## config.mk

```make
export PLATFORM = sky130hd
export DESIGN_NAME = put_next_line
export DESIGN_NICKNAME = d
export VERILOG_FILES = /design/src/rtl/put_next_line.sv
export SDC_FILE = /design/constraint.sdc
export NUM_CORES = 1
export LEC_CHECK = 0
export CORE_MARGIN = 8
export CORE_UTILIZATION = 49
export CTS_CLUSTER_DIAMETER = 50
export DETAILED_ROUTE_END_ITERATION = 6
export GPL_ROUTABILITY_DRIVEN = 0
export PLACE_DENSITY = 0.85
export SYNTH_ARGS = -nofsm -noshare
export SYNTH_HDL_FRONTEND = slang
export SYNTH_SLANG_ARGS = --single-unit
```

## constraint.sdc

```tcl
create_clock -name clk -period 7.86 [get_ports clk]
set_input_delay 1.572 -clock clk [delete_from_list [all_inputs] [get_ports clk]]
set_output_delay 1.572 -clock clk [all_outputs]
set_load 0.1 [all_outputs]
```

## src/rtl/put_next_line.sv

```systemverilog
// Line-buffer writer: packs a 12-bit RGB stream into fixed-length line slots on
// BRAM port A, padding short lines, truncating long ones, and throttling when full.
module put_next_line #(
  parameter int unsigned ADDRESS_WIDTH   = 32,
  parameter int unsigned DATA_WIDTH      = 16,
  parameter int unsigned LINE_COUNT_POW  = 1,
  parameter int unsigned LINE_WIDTH      = 640,
  parameter int unsigned PIXEL_COUNT_POW = 10
) (
  input  logic                        clk,
  input  logic                        reset_n,
  output logic                        clka,
  output logic                        rsta,
  output logic                        ena,
  output logic [DATA_WIDTH/8-1:0]     wea,
  output logic [ADDRESS_WIDTH-1:0]    addra,
  output logic [DATA_WIDTH-1:0]       dina,
  input  logic [11:0]                 s_data,
  input  logic                        s_valid,
  output logic                        s_ready,
  input  logic                        s_last,
  input  logic                        frame_sync,
  input  logic                        line_consumed,
  output logic [LINE_COUNT_POW:0]     lines_filled,
  output logic                        err_short,
  output logic                        err_long
);

  localparam int unsigned WE_W = DATA_WIDTH / 8;
  localparam int unsigned LF_W = LINE_COUNT_POW + 1;
  localparam int unsigned SLOT_W = LINE_COUNT_POW;
  localparam int unsigned IDX_W = PIXEL_COUNT_POW;
  localparam logic [LF_W-1:0] LINES_FULL = LF_W'(2 ** LINE_COUNT_POW);
  localparam logic [IDX_W-1:0] LAST_IDX = IDX_W'(LINE_WIDTH - 1);

  typedef enum logic [2:0] {
    ST_IDLE,
    ST_FILL,
    ST_PAD,
    ST_DISCARD,
    ST_WAIT
  } state_t;

  state_t state_q, state_d;
  logic [SLOT_W-1:0] slot_q, slot_d;
  logic [IDX_W-1:0]  idx_q, idx_d;
  logic [LF_W-1:0]   lf_d;
  logic              err_short_d, err_long_d, s_ready_d;
  logic              ena_d;
  logic [WE_W-1:0]   wea_d;
  logic [ADDRESS_WIDTH-1:0] addra_d;
  logic [DATA_WIDTH-1:0]    dina_d;
  logic              accept, complete, resume, consume;

  assign clka = clk;
  assign rsta = ~reset_n;
  assign accept = s_valid & s_ready;

  // Next-state, write issue and occupancy bookkeeping
  always_comb begin
    state_d     = state_q;
    slot_d      = slot_q;
    idx_d       = idx_q;
    err_short_d = err_short;
    err_long_d  = err_long;
    ena_d       = 1'b0;
    wea_d       = '0;
    addra_d     = addra;
    dina_d      = dina;
    complete    = 1'b0;
    resume      = 1'b0;
    consume     = 1'b0;
    lf_d        = lines_filled;
    s_ready_d   = 1'b0;

    case (state_q)
      ST_FILL: begin
        if (accept) begin
          ena_d   = 1'b1;
          wea_d   = '1;
          addra_d = ADDRESS_WIDTH'({slot_q, idx_q});
          dina_d  = DATA_WIDTH'(s_data);
          idx_d   = idx_q + IDX_W'(1);
          if (idx_q == LAST_IDX) begin
            complete = 1'b1;
            if (s_last) begin
              resume = 1'b1;
            end else begin
              err_long_d = 1'b1;
              state_d    = ST_DISCARD;
            end
          end else if (s_last) begin
            err_short_d = 1'b1;
            state_d     = ST_PAD;
          end
        end
      end
      ST_PAD: begin
        ena_d   = 1'b1;
        wea_d   = '1;
        addra_d = ADDRESS_WIDTH'({slot_q, idx_q});
        dina_d  = '0;
        idx_d   = idx_q + IDX_W'(1);
        if (idx_q == LAST_IDX) begin
          complete = 1'b1;
          resume   = 1'b1;
        end
      end
      ST_DISCARD: begin
        if (accept && s_last) resume = 1'b1;
      end
      ST_WAIT: begin
        resume = 1'b1;
      end
      default: ;
    endcase

    if (complete) begin
      slot_d = slot_q + SLOT_W'(1);
      idx_d  = '0;
    end

    // A consume on an empty count is dropped so the counter cannot wrap
    consume = line_consumed && (lines_filled != '0);
    lf_d = lines_filled + LF_W'(complete) - LF_W'(consume);

    if (resume) state_d = (lf_d == LINES_FULL) ? ST_WAIT : ST_FILL;

    if (frame_sync) begin
      state_d     = ST_FILL;
      slot_d      = '0;
      idx_d       = '0;
      lf_d        = '0;
      err_short_d = 1'b0;
      err_long_d  = 1'b0;
      ena_d       = 1'b0;
      wea_d       = '0;
    end

    s_ready_d = ((state_d == ST_FILL) && (lf_d != LINES_FULL)) || (state_d == ST_DISCARD);
  end

  always_ff @(posedge clk or negedge reset_n) begin
    if (!reset_n) begin
      state_q      <= ST_IDLE;
      slot_q       <= '0;
      idx_q        <= '0;
      lines_filled <= '0;
      err_short    <= 1'b0;
      err_long     <= 1'b0;
      s_ready      <= 1'b0;
      ena          <= 1'b0;
      wea          <= '0;
      addra        <= '0;
      dina         <= '0;
    end else begin
      state_q      <= state_d;
      slot_q       <= slot_d;
      idx_q        <= idx_d;
      lines_filled <= lf_d;
      err_short    <= err_short_d;
      err_long     <= err_long_d;
      s_ready      <= s_ready_d;
      ena          <= ena_d;
      wea          <= wea_d;
      addra        <= addra_d;
      dina         <= dina_d;
    end
  end

endmodule
```

After elaboration in Yosys (flattened, before gate mapping)
Index checks and enable logic that the tools add are counted.

Bitwise logic cells: 2. Add/sub/neg operators: 4. Multiplexer cells: 43. Reductions and logical operators: 16. Equality and inequality tests: 13.

Operator list (count): $pmux 32 s2 (1); $mux 32 (1); $pmux 16 s2 (1); $mux 10 (3); $mux 3 (8); $mux 1 (20); $pmux 10 s2 (1); $mux 16 (1); $reduce_bool 2->1 (7); $add 10x1->10 const B (1); $eq 10x10->1 const B (1); $eq 3x2->1 const B (3); $reduce_and 4->1 (2); $eq 3x1->1 const B (2); $mux 2 (3); $ne 2x2->1 const B (3); $ne 4x4->1 const B (1); $pmux 1 s2 (2); $pmux 1 s4 (1); $pmux 2 s2 (1); $reduce_and 2->1 (2); $reduce_bool 4->1 (1); $eq 3x3->1 const B (1); $logic_and 1x1->1 (3); other kinds (8) (8).

Bits of input ports: 18. Flip-flop bits (word level): 70. Logic and storage cells: 89.

Logic depth before layout (Yosys ltp)
Gate-level depths: netlist of run 1.

Depth after elaboration: 13. Gate-level depth with buffers: 13.

==> results_dict.tcl, run 1 <==
set metrics [dict create \
    power_density_nw_per_um2 288 \
    vias 1796 \
    vdd_drop_max_mv 0.341 \
    dieArea_um2 6930 \
    place.port_buffers 50 \
    cp-end-kind "primary output" \
    synth_cell_types 38 \
    io_pins 76 \
    cts_setup_buffers 0 \
    fp.dieH_um 83.3 \
    netlist_instances 249 \
    drt-total-wl_um 5020 \
    ys_seq_elements 43 \
    crit_type "clk -> out" \
    dp.final_hpwl_um 3430 \
    ctsHoldBuffers 0 \
    insertion_delay_ps 400 \
    outcome "completed" \
    min_path_type "reg -> reg" \
    syn_to_final_growth_pct 24.4 \
    seq_area_frac_synth 0.485 \
    maxSlewViolCount 0 \
    grt_antenna_before_repair 0 \
    nNetsFinal 318 \
    worst_slew_pin_slew_ps 1010 \
    crit_family "buffers and inverters" \
    n_antenna_cell 0 \
    synth_edf_count 0 \
    chipWidth_um 83.3 \
    wl_per_cell_um 14.4 \
    finalPower_uw 795 \
    slew_headroom 0.321 \
    utilization 0.633 \
    finalWorstSetupSlack_ps 1160 \
    hold_viol_final 0 \
    grt_max_degree 45 \
    drcViolationCount 0 \
    crit_fanout 2 \
    rsz0062_at_grt "false" \
    holdWs_ps 479 \
    fin_tns_setup_ps 0 \
    drtIter0Drc 80 \
    clk_pin_slew_worst_paths_ps 70 \
    ys.flop_type "dfrtp_1" \
    grt_pass1_vias 1881 \
    p_leak_uw 0.00129 \
    grt_pass1_wl_um 8620 \
    syn_area_um2 2220 \
    crit_path_top_delay_cell "clkdlybuf4s50_1" \
    placementRows 24 \
    path_buf_inv 3 \
    avgViaCountPerCell 5.15 \
    drive_above_1_share 0.0640 \
    crit_path_max_incr_delay_ps 960 \
    syn_avg_cell_area_um2 8.90 \
    core_um2 4350 \
    worstPathArrival_ps 5130 \
    first_pass_iters 4 \
    path_cells "clkbuf_8, clkbuf_8, clkdlybuf4s50_1" \
    start_util 0.509 \
    synth_warnings 0 \
    dp_slack_ps 1420 \
    final_antenna_net_count 0 \
    drv_cap 0 \
    crit_top_cell "clkbuf_8" \
    ctsResizeCount 0 \
    setup_viol 0 \
    grtUsageTotal 0.148 \
    cts_tree "yes" \
    cp-start-kind "clock port" \
    grt_overflow 0 \
    async_flop_share 1.00 \
    worst_clock_skew_ps 7.03 \
    worstPathRequired_ps 6290 \
]
Yosys cell counts (2+ instances only):
master | instances | area, um2
nand2_1 | 66 | 248
dfrtp_1 | 43 | 1080
buf_4 | 28 | 210
a21oi_1 | 24 | 120
nor2_1 | 17 | 63.8
o21ai_0 | 6 | 30.0
buf_2 | 4 | 20.0
clkbuf_1 | 4 | 15.0
inv_1 | 4 | 15.0
nand3_1 | 4 | 20.0
nor3_1 | 4 | 20.0
or3_1 | 4 | 25.0
xnor2_1 | 4 | 35.0
and3_1 | 3 | 18.8
ha_1 | 3 | 37.5
xor2_1 | 3 | 26.3
a31oi_1 | 2 | 12.5
and4_1 | 2 | 17.5
mux2i_1 | 2 | 20.0
nand2b_1 | 2 | 12.5
nand4_1 | 2 | 12.5
o21a_1 | 2 | 15.0
power by group:
group	switching, uW	total [uW]	internal (uW)
registers	14.8	257	242
clock network	120	230	110
logic	250	308	58.2
stage by stage:
step	std cells	cell area (um2)
global route	349	2760
finish	349	2760
floorplan	273	2310
CTS	349	2760
detailed placement	339	2630
global placement	339	2630
final timing paths:
path,from,endpoint,slack (ps),cells past startpoint
max in group asynchronous,reset_n,addra[5]$_DFFE_PN0P_,6260,2
min in group asynchronous,reset_n,addra[8]$_DFFE_PN0P_,1240,2
min,addra[3]$_DFFE_PN0P_,addra[3]$_DFFE_PN0P_,480,2
min reg2reg,addra[3]$_DFFE_PN0P_,addra[3]$_DFFE_PN0P_,480,2
max,clk,clka,1160,3
max reg2reg,idx_q[0]$_DFFE_PN0P_,s_ready$_DFF_PN0_,4930,12
layout make-up:
cell class              count  area, um2
well taps                  52       65.1
multi-input cells         188        962
fillers                   381       1600
clock inverters             1       5.00
clock buffers              10        134
inverters                   4       15.0
repair buffers             51        500
flip-flops and latches     43       1080
routing by layer:
metal	vias to the layer above	track usage	routed length (um)
met2	73	0.241	2490
met5	-	0	0
met3	12	0.0771	527
met4	0	0.0703	87
li1	861	-	-
met1	850	0.154	1920
sequential cells by signal, summed over array words and instances, names as in the netlist:
signal / flops
wea: 1
err_short: 1
addra: 11
dina: 12
idx_q: 10
state_q: 3
s_ready: 1
slot_q: 1
err_long: 1
lines_filled: 2
worst register-to-register path, cell delays in order (launching register included):
cell and delay, ps:
dfrtp_1 440, ha_1 210, and3_1 210, and4_1 370, nand2_1 130, ha_1 290
inv_1 30, ha_1 170, xor2_1 150, xnor2_1 140, or3_1 360, a211oi_1 240
nor2_1 70
layout by cell type (no fill, tap or decap), types with 6 or more instances in the layout:
cell	count
conb_1	25
a21oi_1	24
nor2_1	17
clkdlybuf4s50_1	49
nand2_1	66
o21ai_0	6
clkbuf_8	9
dfrtp_1	43
cell families after synthesis:
family          after synthesis  share of synthesized area
simple gates                110                      0.229
flops                        43                      0.485
buf+inv                      42                      0.121
compound gates               41                      0.109
xor+xnor                      7                     0.0277
fa+ha+maj                     3                     0.0169
mux                           2                    0.00903
other cells                   1                    0.00169
Note: power is estimated with default switching activity, not from simulation.
==> run 2, diff against run 1 <==
- CORE_UTILIZATION: 49 -> 45
- PLACE_DENSITY: 0.85 -> 0.79
- clock period: 7.86 -> 6.2 ns (I/O delays scaled with it)
==> results_dict.tcl, run 2 (same netlist as run 1, synthesis figures left out) <==
set metrics [dict create \
    outcome "completed" \
    setup_viol 0 \
    path_buf_inv 3 \
    vdd_drop_max_mv 0.303 \
    crit_family "buffers and inverters" \
    dp_slack_ps 920 \
    nNetsFinal 318 \
    layout_commonest_cell "nand2_1" \
    ctsHoldBuffers 0 \
    holdWs_ps 472 \
    rsz0062_at_grt "false" \
    hold_viol_final 0 \
    r2r-start "idx_q[0]$_DFFE_PN0P_" \
    dieArea_um2 7430 \
    power_density_nw_per_um2 372 \
    start_util 0.469 \
    drtIter0Drc 92 \
    path_cells "clkbuf_8, clkbuf_8, clkdlybuf4s50_1" \
    final_antenna_net_count 0 \
    finalWorstSetupSlack_ps 677 \
    drive_above_1_share 0.0606 \
    insertion_delay_ps 390 \
    top_regs "dina (12), addra (11), idx_q (10)" \
    wl_per_cell_um 13.8 \
    core_um2 4720 \
    utilization 0.591 \
    grt_max_degree 44 \
    hold_start "addra[6]$_DFFE_PN0P_" \
    fillers 418 \
    reg2reg_slack_ps 3230 \
    dp.final_hpwl_um 3580 \
    ctsResizeCount 0 \
    drt-total-wl_um 5030 \
    crit_top_cell "clkbuf_8" \
    slew_headroom 0.335 \
    cp-start-kind "clock port" \
    chipWidth_um 86.2 \
    placementRows 25 \
    grt_pass1_vias 1878 \
    endpoint "clka" \
    drcViolationCount 0 \
    grt_antenna_before_repair 0 \
    drv_cap 0 \
    final_cell_mix "nand2_1, clkdlybuf4s50_1, dfrtp_1" \
    maxSlewViolCount 0 \
    p_leak_uw 0.00130 \
    fin_tns_setup_ps 0 \
    cts_setup_buffers 0 \
    largest_register "dina" \
    avgViaCountPerCell 4.93 \
    worst_slew_pin_slew_ps 995 \
    crit_path_start "clk" \
    crit_path_top_delay_cell "clkdlybuf4s50_1" \
    path_depth 3 \
    syn_to_final_growth_pct 25.9 \
    first_pass_iters 4 \
    grt_overflow 0 \
    grtUsageTotal 0.144 \
    clk_pin_slew_worst_paths_ps 70 \
    vias 1794 \
    crit_type "clk -> out" \
    worstPathRequired_ps 4960 \
    min_path_type "reg -> reg" \
    worstPathArrival_ps 4280 \
    crit_path_max_incr_delay_ps 960 \
    place.port_buffers 50 \
    worst_clock_skew_ps 6.57 \
    io_pins 76 \
    largest_reg_flops 12 \
    ff2ff_path_depth 12 \
    cts_tree "yes" \
    fp.dieH_um 86.2 \
    r2r_end "s_ready$_DFF_PN0_" \
    crit_fanout 2 \
    grt_pass1_wl_um 8560 \
    cp-end-kind "primary output" \
    n_antenna_cell 0 \
]
run 2: changes by cell type in the layout (fill, tap and decap cells not counted), sizes merged:
cell    before  now
clkinv       1    0
bufinv       0    1
run 2: how the worst min path moves through the flow:
stage          cells past startpoint                    end  slack, ps
4_1_cts                            2   addra[5]$_DFFE_PN0P_        480
5_1_grt                            2  addra[10]$_DFFE_PN0P_        500
6_report                           2   addra[6]$_DFFE_PN0P_        470
2_1_floorplan                      2  addra[10]$_DFFE_PN0P_        460
3_5_place_dp                       2   addra[5]$_DFFE_PN0P_        460
3_3_place_gp                       2   addra[2]$_DFFE_PN0P_        460
run 2: per-stage QoR:
step | cell area [um2] | instances | power, uW
after CTS | 2790 | 364 | 1050
after detailed placement | 2650 | 354 | 787
final | 2790 | 364 | 1040
after global placement | 2650 | 354 | 782
after floorplan | 2310 | 273 | 710
after global routing | 2790 | 364 | 1080
run 2: worst register-to-register path: cells and delay by family (launching register included):
family                     cells  cell delay (ps)
AOI/OAI and AO/OA              1              220
xor gates and xnor gates       2              290
adders and majority gates      3              680
buffers and inverters          1               40
DFF                            1              450
and+or+nand+nor                5             1170
run 2: where the power goes:
group,internal (uW),leakage (uW),total [uW],switching [uW]
clock network,170,0.0000767,321,152
logic,73.8,0.000649,391,317
registers,307,0.000570,324,17.7
total,550,0.00130,1040,487
run 2: cell type report:
cell class / count / area (um2) / area share
Clock buffer: 10 / 124 / 0.0444
Clock inverter: 1 / 30.0 / 0.0108
Inverter: 4 / 15.0 / 0.00538
Multi-Input combinational cell: 188 / 962 / 0.345
Sequential cell: 43 / 1080 / 0.385
Tap cell: 67 / 83.8 / 0.0300
Timing Repair Buffer: 51 / 500 / 0.179
run 2: per-layer routing:
metal  global-route usage  part of all wire
met5                    0                 0
met4               0.0673             0.011
met3               0.0718              0.11
met2                0.240              0.48
met1                0.148              0.40
